<file path="src/rtl/priority_scanner_pkg.sv">
// ============================================================================
// Module   : priority_scanner_pkg
// Purpose  : Shared state encoding, scan-direction constants and counter
//            sizing helper for the priority bit scanner.
// Revision : 1.0 - initial release
// ============================================================================
`default_nettype none

package priority_scanner_pkg;

    typedef enum logic [0:0] {
        IDLE = 1'b0,
        SCAN = 1'b1
    } state_e;

    localparam logic DIR_LSB = 1'b0;
    localparam logic DIR_MSB = 1'b1;

    // The counter must hold MAX_GRANTS itself, the value reached after the final beat.
    function automatic int cnt_width(input int max_grants);
        return $clog2(max_grants + 1);
    endfunction

endpackage

`default_nettype wire

</file>
<file path="src/rtl/priority_pick.sv">
// ============================================================================
// Module   : priority_pick
// Purpose  : Combinational pick of the lowest or highest set bit of a word,
//            returned as one-hot, binary index and an all-zero flag.
// Revision : 1.0 - initial release
// ============================================================================
`default_nettype none

module priority_pick
    import priority_scanner_pkg::*;
#(
    parameter int WIDTH = 16,
    parameter int IDX_W = $clog2(WIDTH)
) (
    input  logic [WIDTH-1:0] i_residual,
    input  logic             i_dir,
    output logic [WIDTH-1:0] o_onehot,
    output logic [IDX_W-1:0] o_idx,
    output logic             o_zero
);

    logic [IDX_W-1:0] w_idx;

    assign o_zero = ~|i_residual;
    assign o_idx  = w_idx;

    // The last match written wins, so the loop order sets the priority.
    always_comb begin
        w_idx = '0;
        if (i_dir == DIR_MSB) begin
            for (int i = 0; i < WIDTH; i++) begin
                if (i_residual[i]) w_idx = IDX_W'(i);
            end
        end else begin
            for (int i = WIDTH - 1; i >= 0; i--) begin
                if (i_residual[i]) w_idx = IDX_W'(i);
            end
        end
    end

    always_comb begin
        o_onehot = '0;
        for (int i = 0; i < WIDTH; i++) begin
            o_onehot[i] = ~o_zero && (w_idx == IDX_W'(i));
        end
    end

endmodule

`default_nettype wire

</file>
<file path="src/rtl/priority_bit_scanner.sv">
// ============================================================================
// Module   : priority_bit_scanner
// Purpose  : Sequential multi-grant priority encoder; emits up to MAX_GRANTS
//            set bits of a request word, one per beat, as one-hot grants.
// Config   : PRIORITY_SCANNER_DIR_EN enables per-word scan direction (dir_i).
// Revision : 1.0 - initial release
// ============================================================================
`default_nettype none

module priority_bit_scanner
    import priority_scanner_pkg::*;
#(
    parameter int WIDTH      = 16,
    parameter int MAX_GRANTS = 4,
    parameter int IDX_W      = $clog2(WIDTH)
) (
    input  logic             clk_i,
    input  logic             arstn_i,
    input  logic [WIDTH-1:0] data_i,
    input  logic             dir_i,
    input  logic             data_val_i,
    output logic             data_ready_o,
    output logic [WIDTH-1:0] grant_o,
    output logic [IDX_W-1:0] grant_idx_o,
    output logic             grant_val_o,
    output logic             grant_last_o,
    output logic             grant_empty_o,
    input  logic             grant_ready_i
);

    localparam int               CNT_W = cnt_width(MAX_GRANTS);
    localparam logic [WIDTH-1:0] c_one = WIDTH'(1);

    state_e           r_state,    w_state_nxt;
    logic [WIDTH-1:0] r_residual, w_residual_nxt;
    logic [CNT_W-1:0] r_cnt,      w_cnt_nxt;

    logic             w_scan_dir;
    logic [WIDTH-1:0] w_onehot;
    logic [IDX_W-1:0] w_idx;
    logic             w_zero;
    logic             w_in_scan;
    logic             w_accept;
    logic             w_last;

    assign w_in_scan = (r_state == SCAN);
    assign w_accept  = (r_state == IDLE) && data_val_i;

`ifdef PRIORITY_SCANNER_DIR_EN
    logic r_dir;

    always_ff @(posedge clk_i or negedge arstn_i) begin
        if (!arstn_i) begin
            r_dir <= DIR_LSB;
        end else if (w_accept) begin
            r_dir <= dir_i;
        end
    end

    assign w_scan_dir = r_dir;
`else
    logic w_unused_dir;

    assign w_unused_dir = dir_i;
    assign w_scan_dir   = DIR_LSB;
`endif

    priority_pick #(
        .WIDTH (WIDTH),
        .IDX_W (IDX_W)
    ) u_pick (
        .i_residual (r_residual),
        .i_dir      (w_scan_dir),
        .o_onehot   (w_onehot),
        .o_idx      (w_idx),
        .o_zero     (w_zero)
    );

    // x & (x-1) clears the lowest set bit; zero means at most one bit remains.
    assign w_last = ((r_residual & (r_residual - c_one)) == '0) ||
                    (r_cnt == CNT_W'(MAX_GRANTS - 1));

    always_ff @(posedge clk_i or negedge arstn_i) begin
        if (!arstn_i) begin
            r_state    <= IDLE;
            r_residual <= '0;
            r_cnt      <= '0;
        end else begin
            r_state    <= w_state_nxt;
            r_residual <= w_residual_nxt;
            r_cnt      <= w_cnt_nxt;
        end
    end

    always_comb begin
        w_state_nxt    = r_state;
        w_residual_nxt = r_residual;
        w_cnt_nxt      = r_cnt;
        case (r_state)
            IDLE: begin
                if (data_val_i) begin
                    w_residual_nxt = data_i;
                    w_cnt_nxt      = '0;
                    w_state_nxt    = SCAN;
                end
            end
            SCAN: begin
                if (grant_ready_i) begin
                    w_residual_nxt = r_residual & ~w_onehot;
                    w_cnt_nxt      = r_cnt + CNT_W'(1);
                    if (w_last) w_state_nxt = IDLE;
                end
            end
            default: w_state_nxt = IDLE;
        endcase
    end

    assign data_ready_o  = ~w_in_scan;
    assign grant_val_o   = w_in_scan;
    assign grant_o       = w_in_scan ? w_onehot : '0;
    assign grant_idx_o   = w_in_scan ? w_idx : '0;
    assign grant_last_o  = w_in_scan && w_last;
    assign grant_empty_o = w_in_scan && w_zero;

endmodule

`default_nettype wire

</file>
<file path="config.mk">
export PLATFORM = sky130hd
export DESIGN_NAME = priority_bit_scanner
export DESIGN_NICKNAME = d
export VERILOG_FILES = /design/src/rtl/priority_scanner_pkg.sv /design/src/rtl/priority_pick.sv /design/src/rtl/priority_bit_scanner.sv
export SDC_FILE = /design/constraint.sdc
export NUM_CORES = 1
export LEC_CHECK = 0
export ABC_AREA = 1
export CORE_UTILIZATION = 44
export CTS_BUF_LIST = sky130_fd_sc_hd__clkbuf_8
export DETAILED_ROUTE_END_ITERATION = 10
export GPL_TIMING_DRIVEN = 0
export PLACE_DENSITY = 0.83
export SLEW_MARGIN = 0
export SYNTH_ARGS = -nofsm -noshare
export SYNTH_HDL_FRONTEND = slang
export SYNTH_SLANG_ARGS = --single-unit
</file>
<file path="constraint.sdc">
create_clock -name clk_i -period 1.79 [get_ports clk_i]
set_clock_uncertainty 0.2 [all_clocks]
set_input_delay 0.179 -clock clk_i [delete_from_list [all_inputs] [get_ports clk_i]]
set_output_delay 0.179 -clock clk_i [all_outputs]
set_load 0.03 [all_outputs]
</file>
After elaboration in Yosys (flattened, before gate mapping). Cells that the tools add are included.

$add $sub $neg: 2. Equal/unequal tests: 18. Multiplexer cells: 28. Bitwise logic cells: 4. Reduce and logical (&&, ||, !) cells: 24.

Operator list (count): 2-to-1 mux 4 bit (17); 2-to-1 mux 16 bit (3); AND 16 bit (2); equality test 4 bit, second input constant (8); case mux 16 bit (2 select lines) (1); logical AND 1 bit (18); equality test 4 x 3 -> 1 bit, second input constant (4); zero test 16 bit (1); inverter 16 bit (1); OR reduction 16 bit (1); subtractor 16 x 1 -> 16 bit, second input constant (1); equality test 4 x 2 -> 1 bit, second input constant (2); 2-to-1 mux 3 bit (2); case mux 3 bit (2 select lines) (1); equality test 4 x 1 -> 1 bit, second input constant (1); zero test 4 bit (1); != test 2 bit, second input constant (2); adder 3 x 1 -> 3 bit, second input constant (1); equality test 3 x 2 -> 1 bit, second input constant (1); 2-to-1 mux 1 bit (3); case mux 1 bit (2 select lines) (1); AND reduction 2 bit (1); zero test 1 bit (1); logical OR 1 bit (1); inverter 1 bit (1).

Register bits: 20. Input bits: 21.

Logic depth before layout (Yosys ltp). Gate-level depths: netlist of the first run.

Depth after elaboration: 22. Gate-level depth with buffers: 18. Depth with buffers taken out: 18.

Modules after synthesis. Synthesis of the first run repeated with hierarchy kept, for this count alone.

Cell total of the unflattened synthesis: 316. Area, all modules: 1865.5 um^2.

By module, submodules not included: priority_bit_scanner (times used 1, cells each 202, area an instance 1352.5 um^2, sequential area each 500.5 um^2); priority_pick (times used 1, cells each 114, area an instance 513.0 um^2, sequential area each 0.0 um^2).

Worst setup path after synthesis of the first run. No wires, ideal clock.

Path type: reg2out. Start: reg r_residual[12]. End: out grant_o[10]. Arrival: 1.938 ns. Data required time: 1.411 ns. Slack: -0.527 ns. Cell stages (with the launch flop): 8. Path buffers: 0. Path through: dfrtp_1 -> nor2_1 -> a21oi_1 -> o21ai_1 -> nand2_1 -> a21oi_2 -> nand2_1 -> nor3b_1.

Cells in the longest elaborated chain, start to end: 16. Elaborated cells between the ends (all ways): 17.

RTL lines: start: declaration (RTL line priority_bit_scanner.sv:35) `logic [WIDTH-1:0] r_residual, w_residual_nxt;`; start signal: assignment (RTL line priority_bit_scanner.sv:90) `r_residual <= w_residual_nxt;`; 2-to-1 mux 4 bit (13 in a row) (RTL line priority_pick.sv:36) `if (i_residual[i]) w_idx = IDX_W'(i);`; equality test 4 bit (RTL line priority_pick.sv:44) `o_onehot[i] = ~o_zero && (w_idx == IDX_W'(i));`; logical AND 1 bit * (RTL line priority_pick.sv:44); 2-to-1 mux 16 bit * (RTL line priority_bit_scanner.sv:120) `assign grant_o = w_in_scan ? w_onehot : '0;`; end: declaration (RTL line priority_bit_scanner.sv:23) `output logic [WIDTH-1:0] grant_o,`.

Every way passes the cells marked *; elsewhere a longest branch is shown, timed or not.

Worst setup path in the final report of the first run.
Start: reg r_residual[7]. End: out grant_last_o.

Cells in the longest elaborated chain, start to end: 5.

RTL lines: subtractor 16 x 1 -> 16 bit (RTL line priority_bit_scanner.sv:80) `assign w_last = ((r_residual & (r_residual - c_one)) == '0) ||`; AND 16 bit * (RTL line priority_bit_scanner.sv:80); zero test 16 bit * (RTL line priority_bit_scanner.sv:80); logical OR 1 bit * (RTL line priority_bit_scanner.sv:80); logical AND 1 bit * (RTL line priority_bit_scanner.sv:122) `assign grant_last_o = w_in_scan && w_last;`; end: declaration (RTL line priority_bit_scanner.sv:26) `output logic grant_last_o,`.

Marked as above.

==> summary.txt, run 1 <==
Status -> finished with violations
Failing checks -> negative setup slack
Final setup fails -> 23
I/O pins -> 45
Worst-Margin Slew -> 1020 ps
GP Congestion -> 0.873
Via Count -> 2337
Sequential area share after synthesis -> 32.4%
CP Cell Sequence -> nor2_4 -> nand2_4 -> nor2_8 -> buf_4 -> nor2_1 -> nor4_1 -> nand4_1 -> a21oi_4 -> buf_6
Post-route cell area -> 2920 um^2
Dpl cells -> 326
Area Overhead vs Synth -> 89.3%
Peak supply drop -> 1.18 mV
Critical path startpoint -> r_residual[7]
Pins over their slew limit -> 0
TritonCTS clock tree -> yes
Worst rel slew slack -> 31.5%
Post-synth top flop -> dfrtp_1
PnR worst setup slack -> -932 ps
CP max stage cell -> dfrtp_1
Syn Nets -> 260
Core region area -> 3340 um^2
Register Area -> 509 um^2
Hold Crit Class -> primary input to asynchronous set/reset pin
IO Port Bufs -> 43
# Max-Cap Violations -> 0
Delay of the slowest critical-path stage -> 430 ps
Non-filler cells, final -> 374
CTS Buf Count -> 3
Buffer depth of the longest clock path -> 2
Tcrit/Tclk final -> 152%
Asr flop ratio synth -> 100%
Hpwl dp -> 3350 um
Pleak -> 0.00137 uW
NumNets Final -> 352
Post-route minimum period -> 2720 ps
Reg-to-reg critical path endpoint -> grant_val_o
GR Util All Layers -> 37.8%
Power density over the cells -> 2050 nW/um^2
Clock share of power -> 7.8%
Crit Path Max Fanout -> 5
Root Buffer -> clkbuf_8
Final WL -> 7920 um
# clock sinks -> 20
P_int -> 2830 uW
Worst Path Class, Setup -> register to output port
Initial DRC Count -> 307
Chip height -> 61.2 um
CP Capture Point -> grant_last_o
Switching Fraction -> 52.6%
Clk pin slew, worst setup/hold paths -> 80 ps
Startpoint types -> register
Mapped Cells -> 237
Layout cells sized above 1 -> 47.9%
Synthesis Warnings -> 0
Arrival time worst endpoint -> 2340 ps
Die Wd -> 61.2 um
Combinational fraction of design power -> 76.1%
Synth unique cells -> 29
CP required -> 1410 ps
Clk Latency, worst-skew pair -> 270 ps
Drt drc -> 0
Worst R2R Setup Slack -> -490 ps
Reg2reg path depth -> 9
RR Startpoint -> r_residual[7]
First-pass DRT Iterations -> 7
Diodes inserted -> 0
Global route total overflow -> 0
Switching power -> 3140 uW
Synth Register Bits -> 20
Global-route wire length before repair -> 10200 um
Pin count of the biggest net entering global routing -> 21
EDFF count, synth -> 0
Cell Rows -> 21
DP Area -> 2230 um^2
Synthesized area per cell -> 6.51 um^2
Final-layout fill cell count -> 169
CP Capture Type -> output port
Die area -> 3750 um^2
Fmax achieved -> 367 MHz
RSZ-0062 raised after global routing -> true
Antenna violations before repair -> 0
Initial core utilization -> 46.2%
H-tree levels -> 1
Via density -> 6.25
Vias in the first global route -> 2139
Fin. Hold Viols -> 0
Power share of the sequential group -> 16.1%
Final ANT Viol Nets -> 0
Per-cell routed wire length -> 21.2 um
Area of the multi-input gates -> 1230 um^2
Synth Cell Area -> 1540 um^2
## metal layers
metal / part of all wire [%] / vias up / track usage [%]
li1: - / 956 / -
met1: 33 / 1065 / 44.9
met2: 48 / 233 / 64.6
met3: 11 / 83 / 7.14
met4: 8.3 / 0 / 20.5
met5: 0 / - / 0
## placed cells by master, fill, tap and decap left out, types with 4 or more instances in the layout
cell type and count:
nand2_1 39, buf_6 33, buf_4 33, inv_1 27, nor2_4 21, nor2_1 19, clkdlybuf4s50_1 19, a21oi_1 15
dfrtp_1 13, o21ai_0 11, nand4_1 8, inv_2 7, nor2_2 7, dfrtp_2 7, nand2_4 6, nand3_1 5
a31oi_1 5, o21ai_2 4, a21oi_2 4
## flip-flops by register name, indices dropped and copies added (netlist names)
name,flops
grant_val_o,1
r_cnt,3
r_residual,16
## power groups by stage
stage	clock network (uW)	registers, uW	logic, uW
3_5_place_dp	0	913	2770
2_1_floorplan	0	885	2050
5_1_grt	479	975	4810
3_3_place_gp	0	908	2690
4_1_cts	465	910	3640
6_report	466	960	4550
## critical path: cells and delay by family (launching register included)
kind                   cells  cell delay, ps
AND/OR/NAND/NOR            6            1170
flip-flops                 1             430
buffers and inverters      2             290
AO/OA/AOI/OAI              1             190
## per-stage QoR
| stage | setup WS, ps | hold slack, ps | power, uW | utilization [%] | setup TNS [ps] |
|---|---|---|---|---|---|
| floorplan | -235 | -317 | 2930 | - | -2710 |
| detailed placement | -979 | 275 | 3680 | 66.9 | -19290 |
| global route | -1100 | 308 | 6270 | 87.5 | -19130 |
| finish | -932 | 271 | 5970 | 87.5 | -15900 |
| CTS | -705 | 272 | 5020 | 82.9 | -11500 |
| global placement | -996 | 263 | 3600 | 66.9 | -18690 |
## cell type report
| cell class | count | area share, % |
|---|---|---|
| multi-input cells | 173 | 42.2 |
| repair buffers | 87 | 28.8 |
| flip-flops and latches | 20 | 17.4 |
| inverters | 36 | 5.14 |
| plain buffers | 8 | 2.06 |
| well taps | 46 | 1.97 |
| clock buffers | 3 | 1.41 |
| clock inverters | 1 | 1.03 |
## cells by family after synthesis
| group | Yosys count | synth area share, % |
|---|---|---|
| simple gates | 123 | 38.3 |
| compound gates | 48 | 16.9 |
| buf+inv | 44 | 10.8 |
| flops | 20 | 32.4 |
| fa+ha+maj | 2 | 1.62 |
## worst min-delay path by stage
| stage | cells after the start | start | endpoint | slack [ps] |
|---|---|---|---|---|
| detailed placement | 1 | r_cnt[0] | r_cnt[0] | 280 |
| floorplan | 0 | arstn_i | grant_val_o | -320 |
| CTS | 1 | arstn_i | r_residual[14] | 270 |
| global placement | 1 | r_cnt[0] | r_cnt[0] | 260 |
| finish | 1 | arstn_i | grant_val_o | 270 |
| global route | 1 | r_cnt[0] | r_cnt[0] | 310 |
## what timing repair did
action                                  in CTS  in global routing
buffers inserted                            34                 19
hold endpoints to repair                     0                  0
pin swaps                                   27                 28
hold buffers                                 0                  0
endpoints found under the setup margin      41                 37
gates resized for setup                    206                 39
## cell usage after synthesis (all sizes together), types with 3 or more instances
| master | instances | share of area [%] |
|---|---|---|
| dfrtp | 20 | 32 |
| inv | 36 | 8.8 |
| nand4 | 8 | 3.2 |
| nor2 | 48 | 15 |
| nor3 | 3 | 0.97 |
| clkbuf | 6 | 1.5 |
| a31oi | 5 | 2.0 |
| a21oi | 21 | 7.1 |
| nor3b | 3 | 1.5 |
| nand2 | 50 | 14 |
| o21ai | 18 | 5.8 |
| nand3 | 9 | 2.9 |
No activity file was read; power rests on OpenSTA's default activity.
==> run 2: changes to the inputs <==
--- a/config.mk
+++ b/config.mk
@@ -11,7 +11,7 @@
 export DETAILED_ROUTE_END_ITERATION = 10
 export GPL_TIMING_DRIVEN = 0
 export PLACE_DENSITY = 0.83
-export SLEW_MARGIN = 0
+export SLEW_MARGIN = 25
 export SYNTH_ARGS = -nofsm -noshare
 export SYNTH_HDL_FRONTEND = slang
 export SYNTH_SLANG_ARGS = --single-unit
==> run 2 against run 1 <==
Compared with the run above:
- the run still ends with negative setup slack left
- total power down 1.0%
- clock power hardly changed
- worst hold slack worse by 61 ps
- first-iteration DRC count fell by 10%
- sequential share of layout area is essentially flat
- fmax shrank 5.3%
- core utilization rose by 0.15 points
- cell count increased by 0.27%
- worst setup slack worse by 150 ps
- sequential power rose by 0.8%
- count of clock-buffer cells in the layout is the same
- critical path type unchanged
- largest cell class unchanged
- highest routed layer unchanged
==> summary.txt, run 2 (synthesis results as in run 1) <==
Arrival time worst endpoint -> 2490 ps
Vias in the first global route -> 2139
Worst R2R Setup Slack -> -420 ps
Diodes inserted -> 0
CP required -> 1410 ps
Fmax achieved -> 348 MHz
Largest Register -> r_residual
TritonCTS clock tree -> yes
Pins over their slew limit -> 0
Most used cell, CP -> nand2_1
CTS Buf Count -> 3
Worst Path Class, Setup -> register to output port
CP max stage cell -> dfrtp_1
H-tree levels -> 1
Final ANT Viol Nets -> 0
PnR worst setup slack -> -1080 ps
Fin. Hold Viols -> 0
Power density over the cells -> 2020 nW/um^2
Initial core utilization -> 46.2%
RSZ-0062 raised after global routing -> true
Drt drc -> 0
WL met3 -> 783 um
Pleak -> 0.00137 uW
Status -> finished with violations
Post-route minimum period -> 2870 ps
Cell Rows -> 21
Crit Path Max Fanout -> 4
CP Capture Type -> output port
Clk pin slew, worst setup/hold paths -> 90 ps
Highest metal used -> met4
Final WL -> 7600 um
Tcrit/Tclk final -> 161%
Chip height -> 61.2 um
# Max-Cap Violations -> 0
Commonest non-fill, non-tap cell in the layout -> nand2_1
Via Count -> 2268
Peak supply drop -> 1.18 mV
Worst-Margin Slew -> 508 ps
Fin Setup TNS -> -18540 ps
Die Wd -> 61.2 um
Hpwl dp -> 3350 um
GP Congestion -> 0.873
Worst rel slew slack -> 66.1%
Core region area -> 3340 um^2
M1 wire length -> 2550 um
Initial DRC Count -> 276
Delay of the slowest critical-path stage -> 450 ps
Startpoint types -> register
Root Buffer -> clkbuf_8
CP delay by family, top -> simple AND/OR/NAND/NOR gates
Largest register FFs -> 16
Die area -> 3750 um^2
CP Cell Sequence -> inv_2 -> nand2_1 -> nand2_1 -> nand2_1 -> nand2_1 -> nand2_1 -> nand2_1 -> nand2_1 -> nand2_1 -> nand2_1 -> nand2_1 -> nand2_1 -> nand2_2 -> nand2_4 -> nand2_4 -> nand4_1 -> nor2_2 -> buf_6
Post-route cell area -> 2930 um^2
Via density -> 6.05
Final setup fails -> 23
Per-cell routed wire length -> 20.3 um
Clk Latency, worst-skew pair -> 270 ps
Pre-CTS setup slack -> -979 ps
Failing checks -> negative setup slack
Antenna violations before repair -> 0
Met2 WL -> 3700 um
IO Port Bufs -> 43
Area Overhead vs Synth -> 89.6%
# clock sinks -> 20
Buffer depth of the longest clock path -> 2
DP Area -> 2230 um^2
I/O pins -> 45
Pin count of the biggest net entering global routing -> 21
Most frequent cells in the layout -> nand2_1 (39), buf_6 (33), buf_4 (33)
GR Util All Layers -> 37.8%
Layout cells sized above 1 -> 48.0%
Buf+Inv Stages, Crit Path -> 2
First-pass DRT Iterations -> 9
Global route total overflow -> 0
Global-route wire length before repair -> 10200 um
NumNets Final -> 353
Hold Crit Class -> primary input to asynchronous set/reset pin
[run 2: cell count changes in the layout (fill, tap and decap cells not counted)]
cell / change
buf_2: +1
dlygate4sd3_1: +1
clkdlybuf4s50_1: -1
[run 2: worst reg2reg max path, stage by stage, from the launching register on]
cell and delay (ps):
dfrtp_1 430, nor2_4 200, nand2_4 100, nor2_8 170
buf_4 150, nor2_1 60, nor4_1 320, nand4_1 260
nand2_1 170, a21oi_2 60
[run 2: path summary, 6_finish.rpt]
| kind | start | end | cells past startpoint |
|---|---|---|---|
| min in group clk_i | data_i[7] | r_residual[7] | 3 |
| worst max-delay path | r_residual[14] | grant_o[13] | 18 |
| worst min-delay path | arstn_i | r_cnt[0] | 2 |
| max in group asynchronous | arstn_i | r_residual[5] | 2 |
| worst min register to register | r_cnt[0] | r_cnt[0] | 1 |
| worst max register to register | r_residual[7] | grant_val_o | 9 |
[run 2: final cells by class]
class	count	area (um^2)
Multi-Input combinational cell	173	1230
Buffer	8	60.1
Tap cell	46	57.6
Inverter	36	150
Clock inverter	1	30.0
Timing Repair Buffer	88	846
Sequential cell	20	509
Fill cell	173	412
Clock buffer	3	41.3
[run 2: routing by layer]
metal	track usage, %	up-vias
met4	20.5	0
met3	7.14	65
met5	0	-
met2	64.6	209
met1	44.9	1035
li1	-	959
[run 2: per-stage QoR]
step           cells  total power [uW]  util [%]  hold slack (ps)
6_report         375              5920      87.7              210
5_1_grt          375              6200      87.7              263
4_1_cts          363              5020      82.9              272
3_5_place_dp     326              3680      66.9              275
3_3_place_gp     326              3600      66.9              263
2_1_floorplan    237              2930         -             -317
[run 2: report_power, final]
part	internal [uW]	leakage, uW	switching [uW]
registers	679	0.000218	289
clock network	299	0.0000357	168
logic	1850	0.00112	2630
total	2830	0.00137	3080
[run 2: timing repair]
action,CTS,global route
gates resized for setup,206,39
hold buffers,0,1
setup endpoints to repair,41,37
pin swaps,27,28
hold endpoints to repair,0,20
setup buffers,34,19
==> run 3: changes to the inputs <==
--- a/config.mk
+++ b/config.mk
@@ -11,7 +11,6 @@
 export DETAILED_ROUTE_END_ITERATION = 10
 export GPL_TIMING_DRIVEN = 0
 export PLACE_DENSITY = 0.83
-export SLEW_MARGIN = 25
 export SYNTH_ARGS = -nofsm -noshare
 export SYNTH_HDL_FRONTEND = slang
 export SYNTH_SLANG_ARGS = --single-unit
==> results of run 3 <==
No change in the layout: final DEF, timing and power equal those of run 1.
